$ cat src/rtl/spi_pkg.sv
`default_nettype none
// ============================================================================
// Module      : spi_pkg
// Description : Shared types, constants and helpers for the SPI result
//               transmit path.
//               - spi_tx_state_t     : transmit FSM states
//               - SPI_SYNC_STAGES_DEF: default synchroniser depth
//               - SPI_PARITY_MAX_W   : widest word even_parity() accepts
//               - even_parity()      : XOR reduction of a zero-extended word
// Revision    : 1.0 - initial release
// ============================================================================
package spi_pkg;

  typedef enum logic {
    TX_IDLE   = 1'b0,
    TX_ACTIVE = 1'b1
  } spi_tx_state_t;

  localparam int SPI_SYNC_STAGES_DEF = 2;

  // Callers zero-extend their payload to this width; zero bits do not
  // change an XOR reduction, so one helper serves every DATA_W.
  localparam int SPI_PARITY_MAX_W = 64;

  function automatic logic even_parity(input logic [SPI_PARITY_MAX_W-1:0] data);
    return ^data;
  endfunction

endpackage
`default_nettype wire

$ cat src/rtl/spi_sync_edge.sv
`default_nettype none
// ============================================================================
// Module      : spi_sync_edge
// Description : Multi-flop synchroniser for one asynchronous input, followed
//               by a single-cycle rise/fall detector.
//               Edge pulses appear SYNC_STAGES+1 clk edges after the input
//               changes.
// Ports       : clk      in  system clock
//               reset    in  synchronous active-high reset
//               async_in in  asynchronous input
//               rise     out one-cycle pulse on a synchronised 0->1
//               fall     out one-cycle pulse on a synchronised 1->0
// Revision    : 1.0 - initial release
// ============================================================================
module spi_sync_edge
  import spi_pkg::*;
#(
  parameter int   SYNC_STAGES = SPI_SYNC_STAGES_DEF,
  parameter logic RESET_VAL   = 1'b0
) (
  input  logic clk,
  input  logic reset,
  input  logic async_in,
  output logic rise,
  output logic fall
);

  logic [SYNC_STAGES-1:0] sync_q, sync_d;
  logic                   prev_q, prev_d;

  always_comb begin
    sync_d = {sync_q[SYNC_STAGES-2:0], async_in};
    prev_d = sync_q[SYNC_STAGES-1];
  end

  always_ff @(posedge clk) begin
    if (reset) begin
      sync_q <= {SYNC_STAGES{RESET_VAL}};
      prev_q <= RESET_VAL;
    end else begin
      sync_q <= sync_d;
      prev_q <= prev_d;
    end
  end

  assign rise =  sync_q[SYNC_STAGES-1] & ~prev_q;
  assign fall = ~sync_q[SYNC_STAGES-1] &  prev_q;

endmodule
`default_nettype wire

$ cat src/rtl/spi_result_tx.sv
`default_nettype none
// ============================================================================
// Module      : spi_result_tx
// Description : SPI slave (mode 0) transmit path. Takes a result word over a
//               valid/ready handshake into a one-entry buffer and shifts it
//               out MSB-first on MISO during the next chip-select frame.
//               With the buffer empty at frame start, IDLE_PATTERN is sent
//               and underrun pulses.
// Options     : SPI_TX_PARITY_EN - appends an even-parity bit after the LSB
//               (frame length DATA_W+1). Undefined: frame length DATA_W.
// Ports       : clk, reset                  system clock / sync active-high reset
//               result_data/valid/ready     result handshake (ready = buffer empty)
//               spi_sclk, spi_cs_n          asynchronous SPI master inputs
//               spi_miso, spi_miso_oe       serial data out and its enable
//               tx_busy                     frame in progress
//               frame_done                  pulse: last frame bit sampled
//               underrun                    pulse: frame began with empty buffer
// Revision    : 1.0 - initial release
// ============================================================================
module spi_result_tx
  import spi_pkg::*;
#(
  parameter int                DATA_W       = 8,
  parameter int                SYNC_STAGES  = SPI_SYNC_STAGES_DEF,
  parameter logic [DATA_W-1:0] IDLE_PATTERN = '1
) (
  input  logic              clk,
  input  logic              reset,
  input  logic [DATA_W-1:0] result_data,
  input  logic              result_valid,
  output logic              result_ready,
  input  logic              spi_sclk,
  input  logic              spi_cs_n,
  output logic              spi_miso,
  output logic              spi_miso_oe,
  output logic              tx_busy,
  output logic              frame_done,
  output logic              underrun
);

`ifdef SPI_TX_PARITY_EN
  localparam int FRAME_LEN = DATA_W + 1;
`else
  localparam int FRAME_LEN = DATA_W;
`endif
  localparam int CNT_W = $clog2(FRAME_LEN + 1);

  // Payload as it appears on the wire, MSB first.
  function automatic logic [FRAME_LEN-1:0] frame_word(input logic [DATA_W-1:0] w);
`ifdef SPI_TX_PARITY_EN
    return {w, even_parity(SPI_PARITY_MAX_W'(w))};
`else
    return w;
`endif
  endfunction

  logic sclk_rise, sclk_fall;
  logic cs_rise, cs_fall;

  spi_sync_edge #(
    .SYNC_STAGES (SYNC_STAGES),
    .RESET_VAL   (1'b0)
  ) u_sync_sclk (
    .clk      (clk),
    .reset    (reset),
    .async_in (spi_sclk),
    .rise     (sclk_rise),
    .fall     (sclk_fall)
  );

  // cs_n chain resets to the asserted level: if reset lands mid-frame with
  // cs_n still low, no false fall is seen and the rest of that frame is
  // ignored. A cs_n that is really high only produces a rise, harmless in IDLE.
  spi_sync_edge #(
    .SYNC_STAGES (SYNC_STAGES),
    .RESET_VAL   (1'b0)
  ) u_sync_cs (
    .clk      (clk),
    .reset    (reset),
    .async_in (spi_cs_n),
    .rise     (cs_rise),
    .fall     (cs_fall)
  );

  spi_tx_state_t        state_q, state_d;
  logic                 pending_q, pending_d;
  logic [DATA_W-1:0]    buf_q, buf_d;
  logic [FRAME_LEN-1:0] shift_q, shift_d;
  logic [CNT_W-1:0]     bit_cnt_q, bit_cnt_d;
  logic                 frame_done_q, frame_done_d;
  logic                 underrun_q, underrun_d;

  always_comb begin
    state_d      = state_q;
    pending_d    = pending_q;
    buf_d        = buf_q;
    shift_d      = shift_q;
    bit_cnt_d    = bit_cnt_q;
    frame_done_d = 1'b0;
    underrun_d   = 1'b0;

    // A handshake always targets the buffer, even in the cycle a frame
    // starts; that frame has already committed to what was pending before.
    if (result_valid && !pending_q) begin
      pending_d = 1'b1;
      buf_d     = result_data;
    end

    unique case (state_q)
      TX_IDLE: begin
        if (cs_fall) begin
          state_d   = TX_ACTIVE;
          bit_cnt_d = '0;
          if (pending_q) begin
            shift_d   = frame_word(buf_q);
            pending_d = 1'b0;
          end else begin
            shift_d    = frame_word(IDLE_PATTERN);
            underrun_d = 1'b1;
          end
        end
      end

      TX_ACTIVE: begin
        if (cs_rise) begin
          // Covers both normal end and abort; an unsent word is dropped.
          state_d   = TX_IDLE;
          shift_d   = '0;
          bit_cnt_d = '0;
        end else begin
          if (sclk_rise && (bit_cnt_q != CNT_W'(FRAME_LEN))) begin
            bit_cnt_d = bit_cnt_q + CNT_W'(1);
            if (bit_cnt_q == CNT_W'(FRAME_LEN - 1)) begin
              frame_done_d = 1'b1;
            end
          end
          if (sclk_fall) begin
            shift_d = {shift_q[FRAME_LEN-2:0], 1'b0};
          end
        end
      end

      default: state_d = TX_IDLE;
    endcase
  end

  always_ff @(posedge clk) begin
    if (reset) begin
      state_q      <= TX_IDLE;
      pending_q    <= 1'b0;
      buf_q        <= '0;
      shift_q      <= '0;
      bit_cnt_q    <= '0;
      frame_done_q <= 1'b0;
      underrun_q   <= 1'b0;
    end else begin
      state_q      <= state_d;
      pending_q    <= pending_d;
      buf_q        <= buf_d;
      shift_q      <= shift_d;
      bit_cnt_q    <= bit_cnt_d;
      frame_done_q <= frame_done_d;
      underrun_q   <= underrun_d;
    end
  end

  assign result_ready = !pending_q;
  assign tx_busy      = (state_q == TX_ACTIVE);
  assign spi_miso_oe  = (state_q == TX_ACTIVE);
  assign spi_miso     = (state_q == TX_ACTIVE) ? shift_q[FRAME_LEN-1] : 1'b0;
  assign frame_done   = frame_done_q;
  assign underrun     = underrun_q;

endmodule
`default_nettype wire
$ cat config.mk
export PLATFORM = sky130hd
export DESIGN_NAME = spi_result_tx
export DESIGN_NICKNAME = d
export VERILOG_FILES = /design/src/rtl/spi_pkg.sv /design/src/rtl/spi_sync_edge.sv /design/src/rtl/spi_result_tx.sv
export SDC_FILE = /design/constraint.sdc
export NUM_CORES = 1
export LEC_CHECK = 0
export CAP_MARGIN = 20
export CELL_PAD_IN_SITES_DETAIL_PLACEMENT = 1
export CELL_PAD_IN_SITES_GLOBAL_PLACEMENT = 2
export CORE_MARGIN = 10
export CORE_UTILIZATION = 39
export DETAILED_ROUTE_END_ITERATION = 16
export DONT_BUFFER_PORTS = 1
export GPL_ROUTABILITY_DRIVEN = 0
export PLACE_DENSITY = 0.82
export SLEW_MARGIN = 20
export SYNTH_ARGS = -nofsm -noshare
export SYNTH_HDL_FRONTEND = slang
export SYNTH_SLANG_ARGS = --single-unit
$ cat constraint.sdc
create_clock -name clk -period 2.8 [get_ports clk]
set_input_delay 0.56 -clock clk [delete_from_list [all_inputs] [get_ports clk]]
set_output_delay 0.56 -clock clk [all_outputs]
set_load 0.01 [all_outputs]
After elaboration in Yosys (flattened, before gate mapping)
Index checks and enable logic that the tools add are counted.
{"block": "word_totals", "regBits": 30, "inputBits": 13}
{"block": "op_classes", "n_eq_ne": 5, "bitwise_logic": 11, "mux": 19, "add_sub_neg": 1, "n_reduce_logical": 7}
{"cell": "two-way mux 8 bit", "n": 4}
{"cell": "one-hot mux 8 bit (2 select lines)", "n": 1}
{"cell": "two-way mux 4 bit", "n": 3}
{"cell": "two-way mux 1 bit", "n": 9}
{"cell": "one-hot mux 4 bit (2 select lines)", "n": 1}
{"cell": "inverter 1 bit", "n": 7}
{"cell": "adder 4 x 1 -> 4 bit, second input constant", "n": 1}
{"cell": "bitwise AND 1 bit", "n": 4}
{"cell": "equality test 4 x 3 -> 1 bit, second input constant", "n": 1}
{"cell": "!= test 4 bit, second input constant", "n": 1}
{"cell": "AND reduction 2 bit", "n": 2}
{"cell": "OR reduction 4 bit", "n": 1}
{"cell": "!= test 3 x 2 -> 1 bit, second input constant", "n": 1}
{"cell": "!= test 3 bit, second input constant", "n": 1}
{"cell": "OR reduction 3 bit", "n": 1}
{"cell": "logical AND 1 bit", "n": 2}
{"cell": "!= test 2 bit, second input constant", "n": 1}
{"cell": "one-hot mux 1 bit (2 select lines)", "n": 1}
{"cell": "zero test 1 bit", "n": 1}

Logic depth before layout (Yosys ltp)
{"block": "depth", "word_depth": 6, "depth_mapped": 6, "ltp_nobuf": 6}

Cells and area by module
Synthesis repeated with hierarchy kept, for this count alone.
{"block": "hier_totals", "hier_cells": 150, "hier_area_um2": 1241.2}
{"mod": "spi_result_tx", "area_per_inst_um2": 1058.5, "cells_each": 134, "seq_area_each_um2": 480.5, "instances": 1}
{"mod": "spi_sync_edge", "area_per_inst_um2": 91.3, "cells_each": 8, "seq_area_each_um2": 60.1, "instances": 2}

Worst setup path before layout
No wires, ideal clock.
{"block": "synth_path", "kind": "register to output", "start": "register state_q (netlist: spi_miso_oe)", "end": "output spi_miso", "arrival_ns": 0.889, "path_stages_with_launch": 4, "path_slack_ns": 1.351, "n_path_buf": 2, "path_cell_list": "dfxtp_1 -> buf_6 -> buf_2 -> and2_1"}
{"block": "synth_between", "elab_chain_cells": 1}
{"element": "start, declared", "line_no": "spi_result_tx.sv:85", "source": "spi_tx_state_t state_q, state_d;"}
{"element": "start signal, assigned", "line_no": "spi_result_tx.sv:157", "source": "state_q <= state_d;"}
{"element": "two-way mux 1 bit", "line_no": "spi_result_tx.sv:170", "source": "assign spi_miso = (state_q == TX_ACTIVE) ? shift_q[FRAME_LEN-1] : 1'b0;"}
{"element": "end, declared", "line_no": "spi_result_tx.sv:34", "source": "output logic spi_miso,"}
No other way between the ends.

Worst setup path in the final report
Ends and elaborated chain as after synthesis.

==> results.md <==
- Slew Limit Fails: 0
- Worst min-delay path category: primary input to flop
- DRC: 0
- Largest family of logic cells by synthesized area: simple AND/OR/NAND/NOR gates
- Final #Nets: 167
- WP data required: 2240 ps
- RSZ-0062 raised after global routing: no
- Tcrit/Tclk final: 65.8%
- Routed vias/inst: 5.14
- Post-CTS setup buffer count: 0
- DR iter-0 viols: 44
- FILL cells: 375
- Final Hold Viols: 0
- Slew @ Worst Pin: 591 ps
- Fin Setup TNS: 0 ps
- Syn avg cell area: 8.46 um2
- Largest net degree at the start of global routing: 32
- H-tree depth: 2
- Cell count after synthesis: 153
- Maximum Capacitance Violations: 0
- Most frequent cells in the layout: 30 x dfxtp_1, 27 x a21oi_1, 20 x nand2_1, 10 x inv_1, 10 x nor3_1
- Fmax: 542 MHz
- Dpl cells: 189
- Area added between synthesis and finish: 7.15%
- CP max FO: 11
- CP delay by family, top: flip-flops
- Slowest cell on the critical path: dfxtp_1
- Die W: 77.6 um
- Synth Register Bits: 30
- Syn Nets: 168
- DR WL/cell: 14.5 um
- Post-Route WL: 2860 um
- Clock-pin slew on the worst setup and hold paths: 100 ps
- Core area: 0.00313 mm2
- N_diodes: 0
- CTS root buf: clkbuf_4
- Top post-synthesis cells by area: dfxtp_1 46%, a21oi_1 10%, nand2_1 5.8%
- Boundary Pins: 19
- First-pass GRT wire length: 4970 um
- Clk_skew: 7.15 ps
- Aggregate global-route resource usage: 10.3%
- CTS buffer count: 5
- Gr ovfl total: 0
- Vias: 1012
- CTS tree: done
- Post-synthesis adder-cell area fraction: 1.93%
- Hpwl dp: 2080 um
- Yosys top cell area share: 46.4%
- Seq/Total Area, Yosys: 46.4%
- Drt pass-1 iters: 4
- Buf/Inv on CP: 0
- Antenna Nets Post-Route: 0
- Simple-gate area share of the yosys netlist: 26.3%
- Share of cells above drive strength 1: 9.15%
- Die Area: 0.00603 mm2
- Slew margin rel.: 60.5%
- Final min period: 1840 ps
- Yosys warnings: 0
- Maximum vdd drop: 0.301 mV
- Resized Gates After CTS: 0
- Xor/xnor share of the synthesized area: 0%
- Crit-path cells: and2_1
- Pwr dens: 604 mW/mm2
- Clk_lat worst skew: 330 ps
- Setup crit start kind: flop
- Synth Area in Compound Gates: 18.7%
- Starting Density: 41.4%
- Crit path capture type: primary output
- Yosys top cell by area: dfxtp_1
- Slowest stage delay, CP: 680 ps
- Mapped Area: 0.00129 mm2
- Commonest non-fill, non-tap cell in the layout: dfxtp_1
- Post-synth cell types: 32
- Critical Path AT: 1280 ps
- Die height: 77.6 um
- Rows: 20
- Clock buffer depth: 2
- IO buf count: 0
- CP Class: flop to primary output
- Vias in the first global route: 1044
- Leakage Power: 0.494 nW
- Final non-filler cell total: 197
- Initial antenna violation count: 0
- Hold_buf cts: 0
- Proportion of synthesized area in mux cells: 0%
- Status: finished clean
- Final Setup Violations: 0
- CTS Sinks: 30
==> Yosys cell counts, drive strengths merged <==
cell type  count
nor4bb         1
nand3b         1
buf            6
and2           1
a211oi         7
a21oi         27
clkbuf         3
nor3          10
nor3b          1
and2b          1
a221oi         1
or3b           1
nor2b         10
dfxtp         30
o21a           2
a221o          1
ha             2
nand2         20
and3b          1
nor2           3
inv           10
o21ai          3
a31oi          1
nand2b         4
and3           1
nand4          1
nand3          4
==> path summary, 6_finish.rpt <==
check	start	to	slack, ps	cells after the start
worst max-delay path	spi_miso_oe$_SDFF_PP0_	spi_miso	960	1
worst min-delay path	reset	bit_cnt_q[0]$_SDFFE_PP0P_	290	1
worst max register to register	spi_miso_oe$_SDFF_PP0_	shift_q[7]$_SDFFE_PP0P_	1210	4
worst min register to register	u_sync_cs.sync_q[0]$_SDFF_PP0_	u_sync_cs.sync_q[1]$_SDFF_PP0_	450	1
==> power breakdown <==
group          total (mW)  internal (mW)  switching, mW
logic              0.0599         0.0265         0.0334
clock network       0.320          0.171          0.149
registers           0.458          0.444         0.0143
==> kinds of logic (layout without fill, tap and decap cells) <==
| family | count (synthesis) | in the layout |
|---|---|---|
| and+or+nand+nor | 60 | 60 |
| AOI/OAI and AO/OA | 42 | 42 |
| DFF | 30 | 30 |
| buffers and inverters | 19 | 19 |
| adders and majority gates | 2 | 2 |
==> area by class of cell <==
| type | instances | area, um2 | area share [%] |
|---|---|---|---|
| clock buffers | 8 | 78.8 | 5.68 |
| inverters | 10 | 37.5 | 2.71 |
| multi-input cells | 104 | 608 | 43.8 |
| flip-flops and latches | 30 | 601 | 43.3 |
| well taps | 44 | 55.1 | 3.97 |
| repair buffers | 1 | 7.51 | 0.541 |
==> sequential cells by signal, indices dropped and copies added (netlist names) <==
register,flops
bit_cnt_q,4
buf_q,8
frame_done,1
pending_q,1
shift_q,8
spi_miso_oe,1
u_sync_cs.prev_q,1
u_sync_cs.sync_q,2
u_sync_sclk.prev_q,1
u_sync_sclk.sync_q,2
underrun,1
==> stage by stage <==
stage / cell area (um2) / hold WS (ps) / util [%] / power (mW) / worst slack, ps
finish: 1390 / 290 / 44.4 / 0.838 / 956
global placement: 1310 / 419 / 41.8 / 0.526 / 1260
floorplan: 1290 / 414 / - / 0.522 / 1350
CTS: 1390 / 272 / 44.4 / 0.851 / 915
global route: 1390 / 252 / 44.4 / 0.890 / 814
detailed placement: 1310 / 432 / 41.8 / 0.529 / 1190
==> layer usage <==
layer  share of wire [%]  track usage [%]  vias up
met4                 1.9             4.93        0
met1                  45             11.5      471
met2                  46             15.3       15
met5                   0                0        -
li1                    -                -      520
met3                 6.3             5.99        6
(Power assumes the default switching activity.)
